**config.mk**
```make
export PLATFORM = sky130hd
export DESIGN_NAME = led_status_driver_flat
export DESIGN_NICKNAME = d
export VERILOG_FILES = /design/src/rtl/led_status_if.sv /design/src/rtl/led_status_driver.sv /design/src/flat_wrapper.sv
export SDC_FILE = /design/constraint.sdc
export NUM_CORES = 1
export LEC_CHECK = 0
export BUFFER_PORTS_ARGS = -buffer_cell sky130_fd_sc_hd__buf_2
export CAP_MARGIN = 30
export CORE_MARGIN = 3
export CORE_UTILIZATION = 40
export CTS_CLUSTER_DIAMETER = 120
export DETAILED_ROUTE_END_ITERATION = 10
export GPL_ROUTABILITY_DRIVEN = 1
export PLACE_DENSITY_LB_ADDON = 0.15
export SLEW_MARGIN = 10
export SYNTH_ARGS = -nofsm -noshare
export SYNTH_HDL_FRONTEND = slang
export SYNTH_SLANG_ARGS = --single-unit
```
**constraint.sdc**
```tcl
create_clock -name clk -period 2.4 [get_ports clk]
set_clock_uncertainty 0.15 [all_clocks]
set_input_delay 0.72 -clock clk [delete_from_list [all_inputs] [get_ports clk]]
set_output_delay 0.72 -clock clk [all_outputs]
set_load 0.05 [all_outputs]
```
**src/rtl/led_status_if.sv**
```systemverilog
// led_status_if: input/output bundle for the self-destruct LED output stage
// Signals:
//   combat    - debounced in-combat level (master -> slave)
//   armed     - 2-of-3 danger vote (master -> slave)
//   cnt_in    - 4-bit countdown value (master -> slave)
//   leds      - 4-bit LED drive, 1 = lit (slave -> master)
//   detonated - high while in DEAD (slave -> master)
//   state_out - IDLE=00, ARMED=01, WARN=10, DEAD=11 (slave -> master)
interface led_status_if;
    logic       combat;
    logic       armed;
    logic [3:0] cnt_in;
    logic [3:0] leds;
    logic       detonated;
    logic [1:0] state_out;
    modport master (output combat, armed, cnt_in, input leds, detonated, state_out);
    modport slave (input combat, armed, cnt_in, output leds, detonated, state_out);
endinterface

```
**src/rtl/led_status_driver.sv**
```systemverilog
// led_status_driver: drives the 4 board LEDs for idle/armed/warning/detonated states
// Ports:
//   clk   - main 12 MHz clock
//   reset - synchronous, active-high reset
//   bus   - led_status_if.slave: combat, armed, cnt_in in; leds, detonated, state_out out
module led_status_driver #(
    parameter int TICK_DIV   = 120000,
    parameter int BLINK_HALF = 25,
    parameter int WARN_LEVEL = 8,
    parameter int DEAD_LEVEL = 11
) (
    input logic         clk,
    input logic         reset,
    led_status_if.slave bus
);
    localparam int PW = $clog2(TICK_DIV);
    localparam int BW = $clog2(BLINK_HALF + 1);
    typedef enum logic [1:0] {IDLE = 2'b00, ARMED = 2'b01, WARN = 2'b10, DEAD = 2'b11} state_t;
    state_t        state, nxt;
    logic [PW-1:0] pre;
    logic [BW-1:0] bcnt, bcnt_nxt;
    logic          phase, phase_nxt, tick, wrap, enter_warn;
    logic [3:0]    leds_nxt;
    assign tick = pre == PW'(TICK_DIV - 1);
    assign wrap = tick && bcnt == BW'(BLINK_HALF - 1);
    always_comb begin
        nxt = !bus.combat                         ? IDLE  :
              state == DEAD                       ? DEAD  :
              bus.cnt_in >= 4'(DEAD_LEVEL)        ? DEAD  :
              bus.cnt_in >= 4'(WARN_LEVEL)        ? WARN  :
              (bus.cnt_in != 4'd0 || bus.armed)   ? ARMED : IDLE;
    end
    // Entering WARN restarts the blink so the first half-period is lit; it overrides a coincident tick
    assign enter_warn = nxt == WARN && state != WARN;
    assign bcnt_nxt   = (enter_warn || wrap) ? '0 : tick ? bcnt + BW'(1) : bcnt;
    assign phase_nxt  = enter_warn ? 1'b1 : wrap ? ~phase : phase;
    // LEDs follow the next state and current inputs so they land together with state_out
    always_comb begin
        leds_nxt = nxt == IDLE  ? {3'b000, bus.combat & phase_nxt} :
                   nxt == ARMED ? bus.cnt_in :
                   nxt == WARN  ? (phase_nxt ? bus.cnt_in : 4'b0000) : 4'b1111;
    end
    always_ff @(posedge clk) begin
        if (reset) begin
            state    <= IDLE;
            pre      <= '0;
            bcnt     <= '0;
            phase    <= 1'b0;
            bus.leds <= 4'b0000;
        end else begin
            state    <= nxt;
            pre      <= tick ? '0 : pre + PW'(1);
            bcnt     <= bcnt_nxt;
            phase    <= phase_nxt;
            bus.leds <= leds_nxt;
        end
    end
    assign bus.detonated = state == DEAD;
    assign bus.state_out = state;
endmodule

```
**src/flat_wrapper.sv**
```systemverilog
// flat-port wrapper written by rule: the top's interface ports become plain ports
module led_status_driver_flat 
#(
    parameter int TICK_DIV   = 120000,
    parameter int BLINK_HALF = 25,
    parameter int WARN_LEVEL = 8,
    parameter int DEAD_LEVEL = 11
)
  (clk, reset, bus_combat, bus_armed, bus_cnt_in, bus_leds, bus_detonated, bus_state_out);
  led_status_if bus_i ();
  input logic clk;
  input logic reset;
  input wire logic [$bits(bus_i.combat)-1:0] bus_combat;
  input wire logic [$bits(bus_i.armed)-1:0] bus_armed;
  input wire logic [$bits(bus_i.cnt_in)-1:0] bus_cnt_in;
  output wire logic [$bits(bus_i.leds)-1:0] bus_leds;
  output wire logic [$bits(bus_i.detonated)-1:0] bus_detonated;
  output wire logic [$bits(bus_i.state_out)-1:0] bus_state_out;
  assign bus_i.combat = bus_combat;
  assign bus_i.armed = bus_armed;
  assign bus_i.cnt_in = bus_cnt_in;
  assign bus_leds = bus_i.leds;
  assign bus_detonated = bus_i.detonated;
  assign bus_state_out = bus_i.state_out;
  led_status_driver #(.TICK_DIV(TICK_DIV), .BLINK_HALF(BLINK_HALF), .WARN_LEVEL(WARN_LEVEL), .DEAD_LEVEL(DEAD_LEVEL)) u_core (.clk(clk), .reset(reset), .bus(bus_i));
endmodule
```
=== After elaboration in Yosys (flattened, before gate mapping) ===
Index checks and enable logic that the tools add are counted.

* Register bits: 29
* Latch bits: 0
* Memory bits (writable): 0
* ROM bits: 0
* Input port bits: 8
* Output and inout port bits: 7
* Logic and storage cells: 38
* Memories: 0

* Add/sub/neg operators: 2
* $mul: 0
* Divide/modulo/power cells: 0
* Magnitude comparators: 2
* Equality and inequality tests: 6
* Shift operators: 0
* Multiplexer cells: 11
* Bitwise gates (word level): 2
* Reductions and logical operators: 9

{| class="wikitable"
|+ Operators with widths
! kind !! count
|-
| adder 17 x 1 -> 17 bit, second input constant || 1
|-
| == test 17 bit, second input constant || 1
|-
| two-way mux 4 bit || 3
|-
| >= comparator 4 bit, second input constant || 2
|-
| two-way mux 2 bit || 4
|-
| OR reduction 2 bit || 3
|-
| adder 5 x 1 -> 5 bit, second input constant || 1
|-
| == test 5 bit, second input constant || 1
|-
| == test 2 bit, second input constant || 2
|-
| two-way mux 1 bit || 4
|-
| nonzero test 4 bit || 1
|-
| == test 2 x 1 -> 1 bit, second input constant || 1
|-
| logical AND 1 bit || 2
|-
| zero test 2 bit || 1
|-
| logical OR 1 bit || 2
|-
| inequality test 2 bit, second input constant || 1
|-
| bitwise AND 1 bit || 1
|-
| inverter 1 bit || 1
|}

=== Logic depth before layout (Yosys ltp) ===
* Depth in word-level cells: 14
* Gate-level depth with buffers: 7
* Gate-level depth less buffers: 7

=== Worst setup path before layout ===
OpenSTA, ideal clock, no wires.

* Path type: reg-to-output
* Start point: register u_core.state[1], in the netlist u_core.bus.state_out[1]
* End point: output port bus_detonated
* Arrival: 1.169 ns
* Required time: 1.530 ns
* Path slack: 0.361 ns
* Cell stages (with the launch flop): 2
* Path buffers: 0
* Cell sequence: dfxtp_1 -> and2_1

* Cells in the longest elaborated chain, start to end: 1

{| class="wikitable"
|+ Ends and longest elaborated chain
! item !! RTL line !! RTL
|-
| from (decl) || led_status_driver.sv:19 || <nowiki>state_t state, nxt;</nowiki>
|-
| from (signal assigned) || led_status_driver.sv:51 || <nowiki>state <= nxt;</nowiki>
|-
| == test 2 bit || led_status_driver.sv:58 || <nowiki>assign bus.detonated = state == DEAD;</nowiki>
|-
| to (decl) || flat_wrapper.sv:17 || <nowiki>output wire logic [$bits(bus_i.detonated)-1:0] bus_detonated;</nowiki>
|}

No other way between the ends.

=== Worst setup path after layout ===
* Start point: register u_core.pre[0]
* End point: register u_core.bus.leds[0]

* Cells in the longest elaborated chain, start to end: 8
* Elaborated cells between the ends (all ways): 9
* Those cells by class: eq/ne (1); mux (6); bitwise (1); reduce/logical (1)

{| class="wikitable"
|+ Ends and longest elaborated chain
! item !! RTL line !! RTL
|-
| from (decl) || led_status_driver.sv:20 || <nowiki>logic [PW-1:0] pre;</nowiki>
|-
| from (signal assigned) || led_status_driver.sv:52 || <nowiki>pre <= tick ? '0 : pre + PW'(1);</nowiki>
|-
| == test 17 bit (*) || led_status_driver.sv:24 || <nowiki>assign tick = pre == PW'(TICK_DIV - 1);</nowiki>
|-
| logical AND 1 bit (*) || led_status_driver.sv:25 || <nowiki>assign wrap = tick && bcnt == BW'(BLINK_HALF - 1);</nowiki>
|-
| two-way mux 1 bit (*) (2 in series) || led_status_driver.sv:36 || <nowiki>assign phase_nxt = enter_warn ? 1'b1 : wrap ? ~phase : phase;</nowiki>
|-
| two-way mux 4 bit (2 in series) || led_status_driver.sv:41 || <nowiki>nxt == WARN ? (phase_nxt ? bus.cnt_in : 4'b0000) : 4'b1111;</nowiki>
|-
| two-way mux 4 bit || led_status_driver.sv:40 || <nowiki>nxt == ARMED ? bus.cnt_in :</nowiki>
|-
| two-way mux 1 bit (*) || led_status_driver.sv:39 || <nowiki>leds_nxt = nxt == IDLE ? {3'b000, bus.combat & phase_nxt} :</nowiki>
|-
| to (signal assigned) || led_status_driver.sv:55 || <nowiki>bus.leds <= leds_nxt;</nowiki>
|-
| to (decl) || led_status_if.sv:17 || <nowiki>modport slave (input combat, armed, cnt_in, output leds, detonated, state_out);</nowiki>
|}

Every way passes the cells marked *; elsewhere a longest branch is shown, timed or not.
A chain may end at the register's enable or synchronous reset.

==> run metrics <==
FF-to-FF path depth=5; final wirelength=2550 µm; sequential fraction of the synthesis area=42.5%; multi-input logic area=754 µm²; hold-fix buffers at CTS=0; crit path to=u_core.bus.leds[0]; Final Max Slew Viols=0; htree depth=2; RSZ-0062 raised after global routing=no; largest cells by area after synthesis=dfxtp_1 (42%), nor2_1 (7.1%), xor2_1 (6.4%); Cells after DPL=210; Logic pwr share=8.3%; Power Internal=0.000684 W; worst hold path class=reg -> reg; vias in the first global route=1081; register bit total from synthesis=29; share of layout cells above drive strength 1=20.1%; largest net degree at the start of global routing=18; initial antenna violation count=0; Lkg Pwr=0.598 nW; ys async rst share=0%; Max-Cap Viols=0; Power Density=582 nW/µm²; CTS tree=yes; Clock transition at path regs=0.10 ns; placed instance area=1490 µm²; design area=1560 µm²; clock latency on the worst-skew pair=0.31 ns; outcome=finished clean; antenna viol nets, final=0; post-layout min period=2.02 ns; row count=20; Worst setup EP type=flop; final hold violations=0; Slew headroom=73.7%; CP peak stage delay=0.53 ns; vias per cell=5.11; CP arrival=2.11 ns; grt ovf=0; Clock Sink Count=29; slowest stage cell, crit path=or4_4; Pre-Repair DR Iteration Count=4; most frequent cells in the layout=dfxtp_1 (29), nor2_1 (26), buf_2 (14), nand2_1 (10), xor2_1 (10); switching share of power=24.4%; number of remaining DRC errors=0; metal3 WL=77 µm; top sig layer=met4; Netlist cell types=40; wl on met1=1210 µm; worst hold start=u_core.pre[0]; Worst Setup SP=u_core.pre[0]; via count of the routed design=1115; FF-to-FF End=u_core.bus.leds[0]; EDFF count, synth=0; initial core utilization=43.3%; Ports=15; Synth Flop Type=dfxtp_1; FF-to-FF setup slack=0.38 ns; Worst Tran Pin Value=0.391 ns; Core Footprint=3150 µm²; post-cts sizing count=0; I/O Buffers=14; Sum Neg Setup Slack=0 ns; Clock Tree Buf Depth=2; area grow syn2layout=13.9%; critical path, cell by cell=ha_1, nand3_4, or4_4, and2_4, a311oi_2; Die Span Y=64.4 µm; yosys warns=0; Reg area=581 µm²; Clk pwr share=36.8%; antenna fix cells=0; Worst Path Required=2.48 ns; Setup crit start kind=flop; Synth Cell Area=1370 µm²; DR WL met2=1230 µm; Detail Placement HPWL=1900 µm; Final Net Count=184; Worst Path Max Fanout=6; routability-driven placement congestion ratio=0.882; root buffer cell=clkbuf_4; cells after synthesis=154; Max VDD drop=0.000321 V; Max Clock Freq=0.494 GHz; Die Area=4150 µm²; final non-filler cell total=218; crit path kind=reg -> reg; first-pass GRT wire length=4430 µm; initial DRC count=58; Avg WL per Cell=11.7 µm; CTS buffer count=5; Syn Nets=165; FILL cells=310; Synth top area share=42.5%; final setup vio count=0; Mean Syn Cell Area=8.87 µm²; utilization after layout=49.4%; GR Util All Layers=13.4%; setup repair bufs after CTS=0; Psw=0.000221 W; dpl ws=0.261 ns; Tcrit/Tclk final=84.4%; Flop pwr share=54.9%; Synth area leader=dfxtp_1; most common cell after layout, fill and taps aside=dfxtp_1; Die Wd=64.4 µm; FF-to-FF Start=u_core.pre[0]; final worst slack=0.375 ns
-- metal layers --
metal  vias to the layer above  track usage, %
met3                         6            3.81
met4                         0            6.60
met2                        17            23.2
met1                       511            14.9
met5                         -               0
li1                        581               -
-- flip-flops by register name, indices dropped and copies added (netlist names) --
register	count
u_core.bcnt	5
u_core.bus.leds	4
u_core.bus.state_out	2
u_core.phase	1
u_core.pre	17
-- cells by family after synthesis --
group                      Yosys count  share of synthesized area (%)
adders and majority gates            3                           2.75
xor gates and xnor gates            15                           9.61
buffers and inverters                8                           2.29
AOI/OAI and AO/OA                   22                           11.2
DFF                                 29                           42.5
and+or+nand+nor                     77                           31.7
-- metrics by stage --
step                hold WS, ns  total power (W)
floorplan                 0.263         0.000561
global placement          0.271         0.000582
detailed placement        0.279         0.000583
CTS                       0.298         0.000916
global route              0.317         0.000947
finish                    0.295         0.000905
-- how the worst min path moves through the flow --
stage	to	cells past startpoint
after floorplan	u_core.pre[0]	1
after global placement	u_core.pre[0]	1
after detailed placement	u_core.pre[0]	1
after CTS	u_core.pre[0]	1
after global routing	u_core.pre[0]	1
final	u_core.pre[0]	1
-- power groups by stage --
stage / Sequential (W) / Combinational [W] / Clock, W
after global routing: 0.000498 / 0.0000820 / 0.000366
after detailed placement: 0.000508 / 0.0000754 / 0
after global placement: 0.000508 / 0.0000737 / 0
after CTS: 0.000497 / 0.0000756 / 0.000343
after floorplan: 0.000527 / 0.0000349 / 0
final: 0.000497 / 0.0000753 / 0.000333
-- synthesized netlist by cell type (2+ instances only) --
library cell	instances
a21boi_0	2
a21oi_1	8
a311oi_2	2
a31oi_1	2
and2_1	2
and4_2	2
and4b_1	4
clkbuf_1	2
dfxtp_1	29
ha_1	3
inv_1	5
nand2_1	10
nand2b_1	2
nand3_1	7
nand4_1	5
nor2_1	26
nor3_1	3
o21ai_0	2
or2_2	3
or3_1	2
xnor2_1	5
xor2_1	10
-- critical path, delay by kind of cell, from the launching register on --
family	cells	cell delay, ns
AND/OR/NAND/NOR	3	0.84
AO/OA/AOI/OAI	1	0.26
adder cells (fa/ha/maj)	1	0.34
flip-flops	1	0.36
-- cell type report --
| type | count | share of cell area, % |
|---|---|---|
| multi-input combinational | 117 | 48.5 |
| sequential | 29 | 37.3 |
| timing repair buffer | 15 | 4.98 |
| clock buffer | 7 | 4.18 |
| tap | 44 | 3.54 |
| inverter | 5 | 1.21 |
| clock inverter | 1 | 0.322 |
Power figures use the tool's default switching activity.
